`src/rtl/pc_redirect_unit.sv`:
```
// rtl/pc_redirect_unit.sv - fetch PC owner, IF/ID register load, taken-leap redirect and squash
module pc_redirect_unit #(
    parameter logic [31:0] RESET_PC  = 32'h0000_0000,
    parameter logic [31:0] NOP_INSTR = 32'h5400_0000,
    parameter int          CNT_W     = 16
) (
    input  logic             clock,
    input  logic             reset,
    input  logic             stall,
    input  logic             leap,
    input  logic [31:0]      target,
    input  logic [31:0]      imem_data,
    output logic [31:0]      imem_addr,
    output logic [31:0]      if_id_instr,
    output logic [31:0]      if_id_pc4,
    output logic             if_id_valid,
    output logic             squashing,
    output logic             align_err,
    output logic [CNT_W-1:0] redirect_cnt
);

    localparam logic [0:0] ST_RUN    = 1'b0;
    localparam logic [0:0] ST_SQUASH = 1'b1;

    logic [31:0]      pc_q;
    logic [31:0]      pc_plus4;
    logic [31:0]      instr_q;
    logic [31:0]      pc4_q;
    logic             valid_q;
    logic [0:0]       state_q;
    logic [0:0]       state_d;
    logic             align_q;
    logic [CNT_W-1:0] cnt_q;
    logic             accept;
    logic             cnt_full;

    // A leap is only trusted when ID holds a real instruction and its operands are current.
    assign accept   = leap & ~stall & valid_q;
    assign pc_plus4 = pc_q + 32'd4;
    assign cnt_full = &cnt_q;

    always_comb begin
        state_d = state_q;
        case (state_q)
            ST_RUN:    state_d = accept ? ST_SQUASH : ST_RUN;
            ST_SQUASH: state_d = ST_RUN;
            default:   state_d = ST_RUN;
        endcase
    end

    always_ff @(posedge clock) begin
        if (reset) begin
            pc_q    <= RESET_PC;
            instr_q <= NOP_INSTR;
            pc4_q   <= 32'd0;
            valid_q <= 1'b0;
            state_q <= ST_RUN;
            align_q <= 1'b0;
            cnt_q   <= '0;
        end else if (stall) begin
            align_q <= 1'b0;
        end else if (accept) begin
            // The word fetched this cycle is on the wrong path; replace it with a bubble.
            pc_q    <= {target[31:2], 2'b00};
            instr_q <= NOP_INSTR;
            pc4_q   <= 32'd0;
            valid_q <= 1'b0;
            state_q <= state_d;
            align_q <= |target[1:0];
            if (!cnt_full) begin
                cnt_q <= cnt_q + 1'b1;
            end
        end else begin
            pc_q    <= pc_plus4;
            instr_q <= imem_data;
            pc4_q   <= pc_plus4;
            valid_q <= 1'b1;
            state_q <= state_d;
            align_q <= 1'b0;
        end
    end

    assign imem_addr    = pc_q;
    assign if_id_instr  = instr_q;
    assign if_id_pc4    = pc4_q;
    assign if_id_valid  = valid_q;
    assign squashing    = (state_q == ST_SQUASH);
    assign align_err    = align_q;
    assign redirect_cnt = cnt_q;

endmodule
```
`config.mk`:
```
export PLATFORM = sky130hd
export DESIGN_NAME = pc_redirect_unit
export DESIGN_NICKNAME = d
export VERILOG_FILES = /design/src/rtl/pc_redirect_unit.sv
export SDC_FILE = /design/constraint.sdc
export NUM_CORES = 1
export LEC_CHECK = 0
export CORE_MARGIN = 4
export CORE_UTILIZATION = 50
export CTS_BUF_LIST = sky130_fd_sc_hd__clkbuf_8
export CTS_CLUSTER_SIZE = 25
export DETAILED_ROUTE_END_ITERATION = 7
export GPL_ROUTABILITY_DRIVEN = 0
export PLACE_DENSITY = 0.89
export SYNTH_ARGS = -nofsm -noshare
export SYNTH_HDL_FRONTEND = slang
export SYNTH_SLANG_ARGS = --single-unit
```
`constraint.sdc`:
```
create_clock -name clock -period 3.2 [get_ports clock]
set_clock_uncertainty 0.2 [all_clocks]
set_input_delay 0.48 -clock clock [delete_from_list [all_inputs] [get_ports clock]]
set_output_delay 0.48 -clock clock [all_outputs]
set_load 0.005 [all_outputs]
```
== Yosys cells after proc, flatten, opt, wreduce, memory -nomap -nowiden ==
Cells that the tools add are included.
Word-level totals
  output and inout port bits: 115
  bits in registers: 115
  input port bits: 68
  word-level logic and storage cells: 25
Operators by class
  mux-type cells: 6
  add/subtract/negate cells: 2
  reduce and logical (&&, ||, !) cells: 4
  bitwise operators: 6
Operator list (number)
  $mux 32: 3
  $add 32x3->32 const B: 1
  $add 16x1->16 const B: 1
  $reduce_and 16->1: 1
  $not 1->1: 4
  $reduce_and 3->1: 1
  $reduce_or 3->1: 1
  $and 1x1->1: 2
  $mux 1: 2
  $pmux 1 s2: 1
  $reduce_or 2->1: 1

== Longest topological paths before layout ==
Gate-level depths: netlist of run 1.
  depth in word-level cells: 5
  mapped depth: 7
  mapped depth without buffers: 6

== Least setup slack after synthesis of run 1 ==
OpenSTA, ideal clock, no wires.
  path type: reg2reg
  start: register pc_q[2] (netlist: imem_addr[2])
  end: register pc_q[28] (netlist: imem_addr[28])
  buffers on the path: 0
  arrival: 1665 ps
  period minus slack after synthesis: 1984 ps
  required time: 2880 ps
  cell stages (with the launch flop): 7
  slack: 1216 ps
  library setup time: 120 ps
  cells stage by stage: dfxtp_1 ha_1 and3_1 nand3_1 nor3_1 nor2_1 a211o_1
On the way
  word-level cells in the longest chain between the ends: 2
RTL lines
  start, declared: line 25  | logic [31:0] pc_q;
  start signal, assigned: line 64  | pc_q <= {target[31:2], 2'b00};
  start signal, assigned: line 74  | pc_q <= pc_plus4;
  $add 32x3->32: line 39  | assign pc_plus4 = pc_q + 32'd4;
  $mux 32: line 62  | end else if (accept) begin
Every way passes these cells.
A chain may end at the register's enable or synchronous reset.

== Final worst setup path of run 1 ==
Ends and elaborated chain as after synthesis.

==> results of run 1 <==
==> worst max path at each step <==
| stage | end | slack (ns) | cells past startpoint |
|---|---|---|---|
| 3_3_place_gp | imem_addr[9]$_SDFFE_PP0N_ | 0.71 | 7 |
| 6_report | imem_addr[28]$_SDFFE_PP0N_ | 0.83 | 6 |
| 5_1_grt | imem_addr[28]$_SDFFE_PP0N_ | 0.66 | 6 |
| 2_1_floorplan | imem_addr[28]$_SDFFE_PP0N_ | 1.22 | 6 |
| 4_1_cts | imem_addr[28]$_SDFFE_PP0N_ | 0.87 | 6 |
| 3_5_place_dp | imem_addr[9]$_SDFFE_PP0N_ | 0.66 | 7 |
==> cells in the final DEF, fill, tap and decap left out, types with 3 or more instances in the layout <==
| master | netlist | layout |
|---|---|---|
| sky130_fd_sc_hd__xnor2_1 | 22 | 22 |
| sky130_fd_sc_hd__nor3b_1 | 3 | 3 |
| sky130_fd_sc_hd__o32ai_1 | 4 | 4 |
| sky130_fd_sc_hd__nor2b_1 | 5 | 4 |
| sky130_fd_sc_hd__o22ai_1 | 8 | 8 |
| sky130_fd_sc_hd__o31a_1 | 3 | 3 |
| sky130_fd_sc_hd__or2_2 | 4 | 4 |
| sky130_fd_sc_hd__a21oi_1 | 34 | 34 |
| sky130_fd_sc_hd__and3_1 | 7 | 7 |
| sky130_fd_sc_hd__a31oi_1 | 7 | 7 |
| sky130_fd_sc_hd__nand4_1 | 11 | 11 |
| sky130_fd_sc_hd__nor3_1 | 13 | 13 |
| sky130_fd_sc_hd__a22o_1 | 33 | 33 |
| sky130_fd_sc_hd__buf_4 | 6 | 10 |
| sky130_fd_sc_hd__and2_1 | 4 | 4 |
| sky130_fd_sc_hd__xor2_1 | 15 | 15 |
| sky130_fd_sc_hd__nand2_1 | 59 | 59 |
| sky130_fd_sc_hd__and3_2 | 3 | 3 |
| sky130_fd_sc_hd__o22a_1 | 4 | 4 |
| sky130_fd_sc_hd__inv_1 | 10 | 10 |
| sky130_fd_sc_hd__nand3_1 | 22 | 22 |
| sky130_fd_sc_hd__nor2_1 | 46 | 46 |
| sky130_fd_sc_hd__clkbuf_8 | 0 | 10 |
| sky130_fd_sc_hd__clkdlybuf4s50_1 | 0 | 178 |
| sky130_fd_sc_hd__o21ai_0 | 31 | 31 |
| sky130_fd_sc_hd__nor4_1 | 6 | 6 |
| sky130_fd_sc_hd__a21o_1 | 3 | 3 |
| sky130_fd_sc_hd__a22oi_1 | 10 | 10 |
| sky130_fd_sc_hd__dfxtp_1 | 112 | 112 |
| sky130_fd_sc_hd__and4_1 | 9 | 9 |
==> cell type report <==
class	count	area, µm²
repair buffers	192	1910
flip-flops and latches	112	2240
multi-input cells	402	2500
clock buffers	10	138
fillers	732	2670
inverters	10	37.5
well taps	133	166
clock inverters	6	67.6
==> synthesized netlist by cell type (all sizes together), types with 2 or more instances <==
master,count,area [µm²]
or3,2,12.5
o32ai,4,35.0
o21bai,2,15.0
nor4,6,37.5
and2,5,32.5
o31a,3,26.3
mux2i,2,20.0
dfxtp,112,2240
inv,10,37.5
a21o,3,22.5
and3,10,66.3
nand3,22,110
nor2,47,179
a22o,33,289
o21ai,31,155
nand2b,3,26.3
o22ai,8,50.1
o22a,4,35.0
a31oi,7,43.8
nor3,14,81.3
xor2,15,131
ha,2,25.0
nand4,13,111
nor2b,5,31.3
buf,19,113
xnor2,22,193
or2,4,25.0
and4,10,88.8
nand3b,2,15.0
clkbuf,29,111
a22oi,10,75.1
or4,3,26.3
a21oi,34,170
nor3b,3,22.5
nand2,59,221
==> where the power goes <==
part | leakage, nW | switching (W) | internal (W)
combinational | 1.51 | 0.000149 | 0.000215
clock | 0.0989 | 0.000480 | 0.000387
sequential | 0.911 | 0.0000476 | 0.00144
==> critical path: cells and delay by family, from the launching register on <==
family	cells	cell delay, ns
flops	1	0.46
fa+ha+maj	1	0.28
simple gates	4	1.09
compound gates	1	0.23
==> flip-flops by register name (all words and copies together), names as in the netlist <==
name          cells
if_id_instr      32
imem_addr        30
if_id_valid       1
align_err         1
redirect_cnt     16
squashing         1
if_id_pc4        31
==> logic make-up after synthesis <==
kind of cell,Yosys count,synth area share (%)
flip-flops,112,44.9
AO/OA/AOI/OAI,149,20.3
XOR/XNOR,37,6.49
other,1,0.0751
multiplexers,2,0.401
buffers and inverters,58,5.24
adder cells (fa/ha/maj),2,0.501
AND/OR/NAND/NOR,210,22.1
==> per-stage QoR <==
| step | worst slack (ns) | power, W |
|---|---|---|
| final | 0.830 | 0.00272 |
| after floorplan | 1.22 | 0.00165 |
| after global placement | 0.712 | 0.00187 |
| after CTS | 0.865 | 0.00272 |
| after global routing | 0.658 | 0.00283 |
| after detailed placement | 0.663 | 0.00188 |
==> routing by layer <==
| metal | GRT usage, % | part of all wire (%) |
|---|---|---|
| met1 | 31.2 | 40 |
| met4 | 8.93 | 2.2 |
| met3 | 5.07 | 7.0 |
| met2 | 44.2 | 51 |
| met5 | 0 | 0 |
==> report_table.html, run 1 <==
<table>
<tr><th>Metric</th><th>Value</th></tr>
<tr><th colspan="2">Run status</th></tr>
<tr><td>Outcome</td><td>finished clean</td></tr>
<tr><th colspan="2">Pwr</th></tr>
<tr><td>Pleak</td><td>2.52 nW</td></tr>
<tr><td>Power density of the placed cells</td><td>385 mW/mm²</td></tr>
<tr><td>Worst vdd rail ir drop</td><td>0.000206 V</td></tr>
<tr><th colspan="2">Worst setup path</th></tr>
<tr><td>Cell with the largest stage delay on the worst path</td><td>sky130_fd_sc_hd__dfxtp_1</td></tr>
<tr><td>Crit Reg-Reg Endpoint</td><td>imem_addr[28]$_SDFFE_PP0N_</td></tr>
<tr><td>Startpoint-to-endpoint class of the critical path</td><td>reg -&gt; reg</td></tr>
<tr><td>Worst Setup End Kind</td><td>flip-flop</td></tr>
<tr><td>Worst Path Arrival</td><td>around 2.4 ns</td></tr>
<tr><td>List of cells traversed by the critical path</td><td>ha_1 &gt; and3_1 &gt; nand3_1 &gt; nor3_1 &gt; nor2_1 &gt; a211o_1</td></tr>
<tr><td>Worst EP required</td><td>3.25 ns</td></tr>
<tr><td>R2R Path Start</td><td>imem_addr[2]$_SDFFE_PP0N_</td></tr>
<tr><td>Delay of the slowest critical-path stage</td><td>0.46 ns</td></tr>
<tr><td>Register-to-register path setup slack</td><td>0.83 ns</td></tr>
<tr><td>FF-to-FF path depth</td><td>6</td></tr>
<tr><td>Crit-path max FO</td><td>8</td></tr>
<tr><td>Setup crit start</td><td>imem_addr[2]$_SDFFE_PP0N_</td></tr>
<tr><td>Setup crit start kind</td><td>flip-flop</td></tr>
<tr><th colspan="2">Floorplan</th></tr>
<tr><td>Die boundary width</td><td>roughly 110 µm</td></tr>
<tr><td>Die Y-Extent</td><td>108 µm</td></tr>
<tr><td>Core ar.</td><td>~0.01 mm²</td></tr>
<tr><td>Number of placement rows</td><td>36</td></tr>
<tr><td>Ports placed on the boundary</td><td>approximately 180</td></tr>
<tr><td>Initial Utilization</td><td>around 51%</td></tr>
<tr><td>Total Die Area</td><td>0.0117 mm²</td></tr>
<tr><th colspan="2">Timing</th></tr>
<tr><td>Slew at the pin with the worst max-slew slack</td><td>~0.64 ns</td></tr>
<tr><td>Highest attainable clock frequency</td><td>422 MHz</td></tr>
<tr><td>Endpoints failing hold</td><td>0</td></tr>
<tr><td>Final critical delay including setup and external delays</td><td>about 2.4 ns</td></tr>
<tr><td>Setup violation total in the final timing report</td><td>0</td></tr>
<tr><td>Final-layout worst hold slack</td><td>0.247 ns</td></tr>
<tr><td>Max_slew headroom</td><td>57.7%</td></tr>
<tr><td>Share of the clock period used by the worst path</td><td>74.1%</td></tr>
<tr><td>Accumulated negative setup slack</td><td>0 ns</td></tr>
<tr><td>Final slew viol count</td><td>0</td></tr>
<tr><td>RSZ-0062 raised after global routing</td><td>no</td></tr>
<tr><th colspan="2">Global route</th></tr>
<tr><td>Number of antenna violations at the first check in global routing</td><td>0</td></tr>
<tr><td>Global-route wire length before repair</td><td>23,800 µm</td></tr>
<tr><td>Via count of the first global-routing pass</td><td>~4,700</td></tr>
<tr><td>Maximum number of pins on one net before global-route repair</td><td>40</td></tr>
<tr><td>Total track usage</td><td>about a quarter</td></tr>
<tr><td>Remaining global-route overflow</td><td>0</td></tr>
<tr><th colspan="2">Synth</th></tr>
<tr><td>Post-Syn Area</td><td>about 0.0050 mm²</td></tr>
<tr><td>Most common flop cell mapped by yosys</td><td>sky130_fd_sc_hd__dfxtp_1</td></tr>
<tr><td>Proportion of synthesized chip area in sequential cells</td><td>44.9%</td></tr>
<tr><td>Synthesized area per cell</td><td>8.75 µm²</td></tr>
<tr><td>Synthesis warning total</td><td>0</td></tr>
<tr><td>Fraction of registers with async set/reset</td><td>0%</td></tr>
<tr><td>Register bit count reported by yosys</td><td>112</td></tr>
<tr><td>Post-synth cell types</td><td>60</td></tr>
<tr><td>Number of enable-type register cells in the synthesized netlist</td><td>0</td></tr>
<tr><td>Synthesized instance count</td><td>571</td></tr>
<tr><th colspan="2">Detailed routing</th></tr>
<tr><td>WL/cell</td><td>approximately 17 µm</td></tr>
<tr><td>Total detailed-routing wirelength</td><td>14,900 µm</td></tr>
<tr><td>First-pass iteration count of the detailed router</td><td>5</td></tr>
<tr><td>Number of DRC violations after detailed-routing iteration 0</td><td>284</td></tr>
<tr><td>Remaining antenna violation count</td><td>0</td></tr>
<tr><td>Post-route DRC violation count</td><td>0</td></tr>
<tr><td>Vias post-DR</td><td>4,888</td></tr>
<tr><td>Avg Vias per Cell</td><td>roughly 5.7</td></tr>
<tr><th colspan="2">CTS</th></tr>
<tr><td>Total of hold buffers inserted after clock tree synthesis</td><td>0</td></tr>
<tr><td>Clock latency at the later pin of the worst-skew pair</td><td>0.36 ns</td></tr>
<tr><td>TritonCTS clock tree</td><td>built</td></tr>
<tr><td>CTS root buf</td><td>sky130_fd_sc_hd__clkbuf_8</td></tr>
<tr><td>PostCTS Resize Cnt</td><td>0</td></tr>
<tr><td>CTS sink cnt</td><td>~110</td></tr>
<tr><td>Clock slew at the register clock pins of the worst setup and hold paths</td><td>0.11 ns</td></tr>
<tr><td>Buffers inserted by post-CTS timing repair</td><td>0</td></tr>
<tr><td>Number of H-tree levels</td><td>3</td></tr>
<tr><td>CTS Buffer Depth</td><td>2</td></tr>
<tr><td>Total CTS buffers</td><td>9</td></tr>
<tr><th colspan="2">Layout</th></tr>
<tr><td>Layout cells sized above 1</td><td>between 6 and 7%</td></tr>
<tr><td>Final standard cell area without fillers</td><td>between 0.007 and 0.008 mm²</td></tr>
<tr><td>Finished Core Util</td><td>between 70 and 80%</td></tr>
<tr><td>Signed area change from the synthesized netlist to the final layout</td><td>41.4%</td></tr>
<tr><td>Fin cells</td><td>865</td></tr>
<tr><td>Antenna Diode Count</td><td>0</td></tr>
<tr><td>Nets</td><td>797</td></tr>
<tr><th colspan="2">Placed design</th></tr>
<tr><td>Half-perimeter wire length of the detailed placement result</td><td>roughly 11,000 µm</td></tr>
<tr><td>Buffers on Ports</td><td>180</td></tr>
<tr><td>Standard cell area after detailed placement</td><td>0.00685 mm²</td></tr>
<tr><td>Post-Place Cells</td><td>around 850</td></tr>
<tr><th colspan="2">Worst hold path</th></tr>
<tr><td>Startpoint of the lowest-slack hold path</td><td>if_id_pc4[21]$_SDFFE_PP0N_</td></tr>
<tr><td>Worst hold path type</td><td>reg -&gt; reg</td></tr>
<tr><td>Hold endpoint</td><td>if_id_pc4[21]$_SDFFE_PP0N_</td></tr>
<tr><td>Worst hold path cell count</td><td>2</td></tr>
<tr><th colspan="2">Flow run</th></tr>
<tr><td>MaxCap Viol Count</td><td>0</td></tr>
</table>
No activity file was read; power rests on OpenSTA's default activity.
==> run 2: changes to the inputs <==
--- a/config.mk
+++ b/config.mk
@@ -6,12 +6,12 @@
 export NUM_CORES = 1
 export LEC_CHECK = 0
 export CORE_MARGIN = 4
-export CORE_UTILIZATION = 50
+export CORE_UTILIZATION = 46
 export CTS_BUF_LIST = sky130_fd_sc_hd__clkbuf_8
 export CTS_CLUSTER_SIZE = 25
 export DETAILED_ROUTE_END_ITERATION = 7
 export GPL_ROUTABILITY_DRIVEN = 0
-export PLACE_DENSITY = 0.89
+export PLACE_DENSITY = 0.82
 export SYNTH_ARGS = -nofsm -noshare
 export SYNTH_HDL_FRONTEND = slang
 export SYNTH_SLANG_ARGS = --single-unit
==> constraint.sdc (replaced) <==
create_clock -name clock -period 2.39 [get_ports clock]
set_clock_uncertainty 0.2 [all_clocks]
set_input_delay 0.3585 -clock clock [delete_from_list [all_inputs] [get_ports clock]]
set_output_delay 0.3585 -clock clock [all_outputs]
set_load 0.005 [all_outputs]
==> report_table.html, run 2 (synthesis results as in run 1) <==
<table>
<tr><th>Metric</th><th>Value</th></tr>
<tr><th colspan="2">Run status</th></tr>
<tr><td>Outcome</td><td>finished clean</td></tr>
<tr><th colspan="2">Detailed routing</th></tr>
<tr><td>Avg Vias per Cell</td><td>5.63 (-0.38%)</td></tr>
<tr><td>Remaining antenna violation count</td><td>0 (unchanged)</td></tr>
<tr><td>WL/cell</td><td>17.2 µm (-0.29%)</td></tr>
<tr><td>Vias post-DR</td><td>4,948 (+1.2%)</td></tr>
<tr><td>Total detailed-routing wirelength</td><td>15,100 µm (+1.3%)</td></tr>
<tr><td>Number of DRC violations after detailed-routing iteration 0</td><td>254 (-11%)</td></tr>
<tr><td>Post-route DRC violation count</td><td>0 (unchanged)</td></tr>
<tr><td>First-pass iteration count of the detailed router</td><td>6 (+1)</td></tr>
<tr><th colspan="2">Pwr</th></tr>
<tr><td>Power density of the placed cells</td><td>506 mW/mm² (+31%)</td></tr>
<tr><td>Power Total</td><td>0.00364 W (+34%)</td></tr>
<tr><td>Pleak</td><td>2.57 nW (+2.1%)</td></tr>
<tr><td>Worst vdd rail ir drop</td><td>0.000289 V (+41%)</td></tr>
<tr><th colspan="2">Layout</th></tr>
<tr><td>Largest register FFs</td><td>32 (unchanged)</td></tr>
<tr><td>Antenna Diode Count</td><td>0 (unchanged)</td></tr>
<tr><td>Final-layout fill cell count</td><td>847 (+16%)</td></tr>
<tr><td>Most common library cell in the layout ignoring fill and taps</td><td>sky130_fd_sc_hd__clkdlybuf4s50_1</td></tr>
<tr><td>Signed area change from the synthesized netlist to the final layout</td><td>43.8%</td></tr>
<tr><td>Nets</td><td>809 (+1.5%)</td></tr>
<tr><td>Top library cells by usage in the layout, fill and taps aside</td><td>sky130_fd_sc_hd__clkdlybuf4s50_1 (178), sky130_fd_sc_hd__dfxtp_1 (112), sky130_fd_sc_hd__nand2_1 (59)</td></tr>
<tr><td>Layout cells sized above 1</td><td>8.75% (+2.2 points)</td></tr>
<tr><td>Fin cells</td><td>879 (+1.6%)</td></tr>
<tr><td>Finished Core Util</td><td>68.6% (-3.9 points)</td></tr>
<tr><th colspan="2">Floorplan</th></tr>
<tr><td>Die Y-Extent</td><td>112 µm (+3.9%)</td></tr>
<tr><td>Number of placement rows</td><td>37 (+2.8%)</td></tr>
<tr><td>Die boundary width</td><td>112 µm (+3.9%)</td></tr>
<tr><td>Initial Utilization</td><td>47.7% (-3.6 points)</td></tr>
<tr><td>Total Die Area</td><td>0.0126 mm² (+8.0%)</td></tr>
<tr><td>Core ar.</td><td>0.0105 mm² (+7.5%)</td></tr>
<tr><td>Ports placed on the boundary</td><td>183 (unchanged)</td></tr>
<tr><th colspan="2">Timing</th></tr>
<tr><td>Setup violation total in the final timing report</td><td>0 (unchanged)</td></tr>
<tr><td>Endpoints failing hold</td><td>0 (unchanged)</td></tr>
<tr><td>Final slew viol count</td><td>0 (unchanged)</td></tr>
<tr><td>RSZ-0062 raised after global routing</td><td>no</td></tr>
<tr><td>Accumulated negative setup slack</td><td>0 ns (unchanged)</td></tr>
<tr><td>Share of the clock period used by the worst path</td><td>92.7% (+19 points)</td></tr>
<tr><td>Highest attainable clock frequency</td><td>451 MHz (+7.0%)</td></tr>
<tr><td>Final critical delay including setup and external delays</td><td>2.21 ns (-0.155 ns)</td></tr>
<tr><td>Final-layout worst hold slack</td><td>0.109 ns (-0.138 ns)</td></tr>
<tr><th colspan="2">Global route</th></tr>
<tr><td>Total track usage</td><td>23.5% (-1.9 points)</td></tr>
<tr><td>Maximum number of pins on one net before global-route repair</td><td>52 (+30%)</td></tr>
<tr><td>Via count of the first global-routing pass</td><td>4,953 (+4.4%)</td></tr>
<tr><td>Number of antenna violations at the first check in global routing</td><td>0 (unchanged)</td></tr>
<tr><td>Global-route wire length before repair</td><td>24,400 µm (+2.5%)</td></tr>
<tr><td>Remaining global-route overflow</td><td>0 (unchanged)</td></tr>
<tr><th colspan="2">CTS</th></tr>
<tr><td>Total CTS buffers</td><td>9 (unchanged)</td></tr>
<tr><td>Clock slew at the register clock pins of the worst setup and hold paths</td><td>0.10 ns (about the same)</td></tr>
<tr><td>TritonCTS clock tree</td><td>built</td></tr>
<tr><td>Clock latency at the later pin of the worst-skew pair</td><td>0.38 ns (+0.02 ns)</td></tr>
<tr><td>CTS root buf</td><td>sky130_fd_sc_hd__clkbuf_8</td></tr>
<tr><td>Number of H-tree levels</td><td>3 (unchanged)</td></tr>
<tr><td>CTS Buffer Depth</td><td>2 (unchanged)</td></tr>
<tr><td>Total of hold buffers inserted after clock tree synthesis</td><td>0 (unchanged)</td></tr>
<tr><td>CTS sink cnt</td><td>112 (unchanged)</td></tr>
<tr><th colspan="2">Placed design</th></tr>
<tr><td>Post-Place Cells</td><td>863 (+1.6%)</td></tr>
<tr><td>Buffers on Ports</td><td>180 (unchanged)</td></tr>
<tr><td>Half-perimeter wire length of the detailed placement result</td><td>11,200 µm (+1.3%)</td></tr>
<tr><th colspan="2">Flow run</th></tr>
<tr><td>MaxCap Viol Count</td><td>0 (unchanged)</td></tr>
<tr><th colspan="2">Worst setup path</th></tr>
<tr><td>Worst Path Arrival</td><td>2.32 ns (-0.10 ns)</td></tr>
<tr><td>Startpoint-to-endpoint class of the critical path</td><td>reg -&gt; reg</td></tr>
<tr><td>Worst EP required</td><td>2.50 ns (-0.75 ns)</td></tr>
<tr><td>Setup crit start kind</td><td>flip-flop</td></tr>
<tr><td>Register-to-register path setup slack</td><td>0.18 ns (-0.65 ns)</td></tr>
<tr><td>Worst Setup End Kind</td><td>flip-flop</td></tr>
<tr><td>Crit-path max FO</td><td>6 (-2)</td></tr>
<tr><th colspan="2">Worst hold path</th></tr>
<tr><td>Worst hold path type</td><td>in -&gt; reg</td></tr>
</table>
[run 2: what timing repair did]
action | CTS | global route
endpoints found under the setup margin | 0 | 6
hold endpoints to repair | 0 | 0
resized for setup | 0 | 5
setup buffers | 0 | 1
[run 2: metrics by stage]
| step | cell area (µm²) | setup WS [ns] |
|---|---|---|
| global placement | 6950 | 0.173 |
| detailed placement | 6950 | 0.128 |
| finish | 7180 | 0.175 |
| floorplan | 5000 | 0.406 |
| global route | 7180 | 0.0251 |
| CTS | 7150 | 0.0665 |
[run 2: path summary, 6_finish.rpt]
check / from / endpoint / cells after the start
max: imem_addr[3]$_SDFFE_PP0N_ / imem_addr[26]$_SDFFE_PP0N_ / 6
min: stall / squashing$_SDFFE_PP0N_ / 3
max reg2reg: imem_addr[3]$_SDFFE_PP0N_ / imem_addr[26]$_SDFFE_PP0N_ / 6
min reg2reg: if_id_pc4[21]$_SDFFE_PP0N_ / if_id_pc4[21]$_SDFFE_PP0N_ / 2
[run 2: final cells by class]
type	count	area, µm²	share of cell area, %
multi-input cells	402	2530	35.2
flip-flops and latches	112	2240	31.2
repair buffers	204	2010	28.0
well taps	136	170	2.37
clock buffers	9	124	1.73
clock inverters	6	70.1	0.976
inverters	10	37.5	0.523
[run 2: power by group]
| part | leakage (nW) | internal (W) | switching, W |
|---|---|---|---|
| clock network | 0.0879 | 0.000485 | 0.000658 |
| logic | 1.57 | 0.000301 | 0.000209 |
| registers | 0.911 | 0.00193 | 0.0000549 |
| total | 2.57 | 0.00271 | 0.000922 |
[run 2: metal layers]
layer  vias up  GRT usage (%)  part of all wire (%)  wire (µm)
li1       2377              -                     -          -
met1      2358           28.3                    41       6140
met2       182           40.3                    49       7460
met3        31           4.80                   7.1       1080
met4         0           10.6                   2.7        414
met5         -              0                     0          0
[run 2: worst max-delay path: stages (launching register included)]
cell	delay, ns
sky130_fd_sc_hd__dfxtp_1	0.45
sky130_fd_sc_hd__ha_2	0.29
sky130_fd_sc_hd__nand3_2	0.17
sky130_fd_sc_hd__nor3_4	0.38
sky130_fd_sc_hd__nand2b_4	0.09
sky130_fd_sc_hd__or4_1	0.41
sky130_fd_sc_hd__a31oi_1	0.16
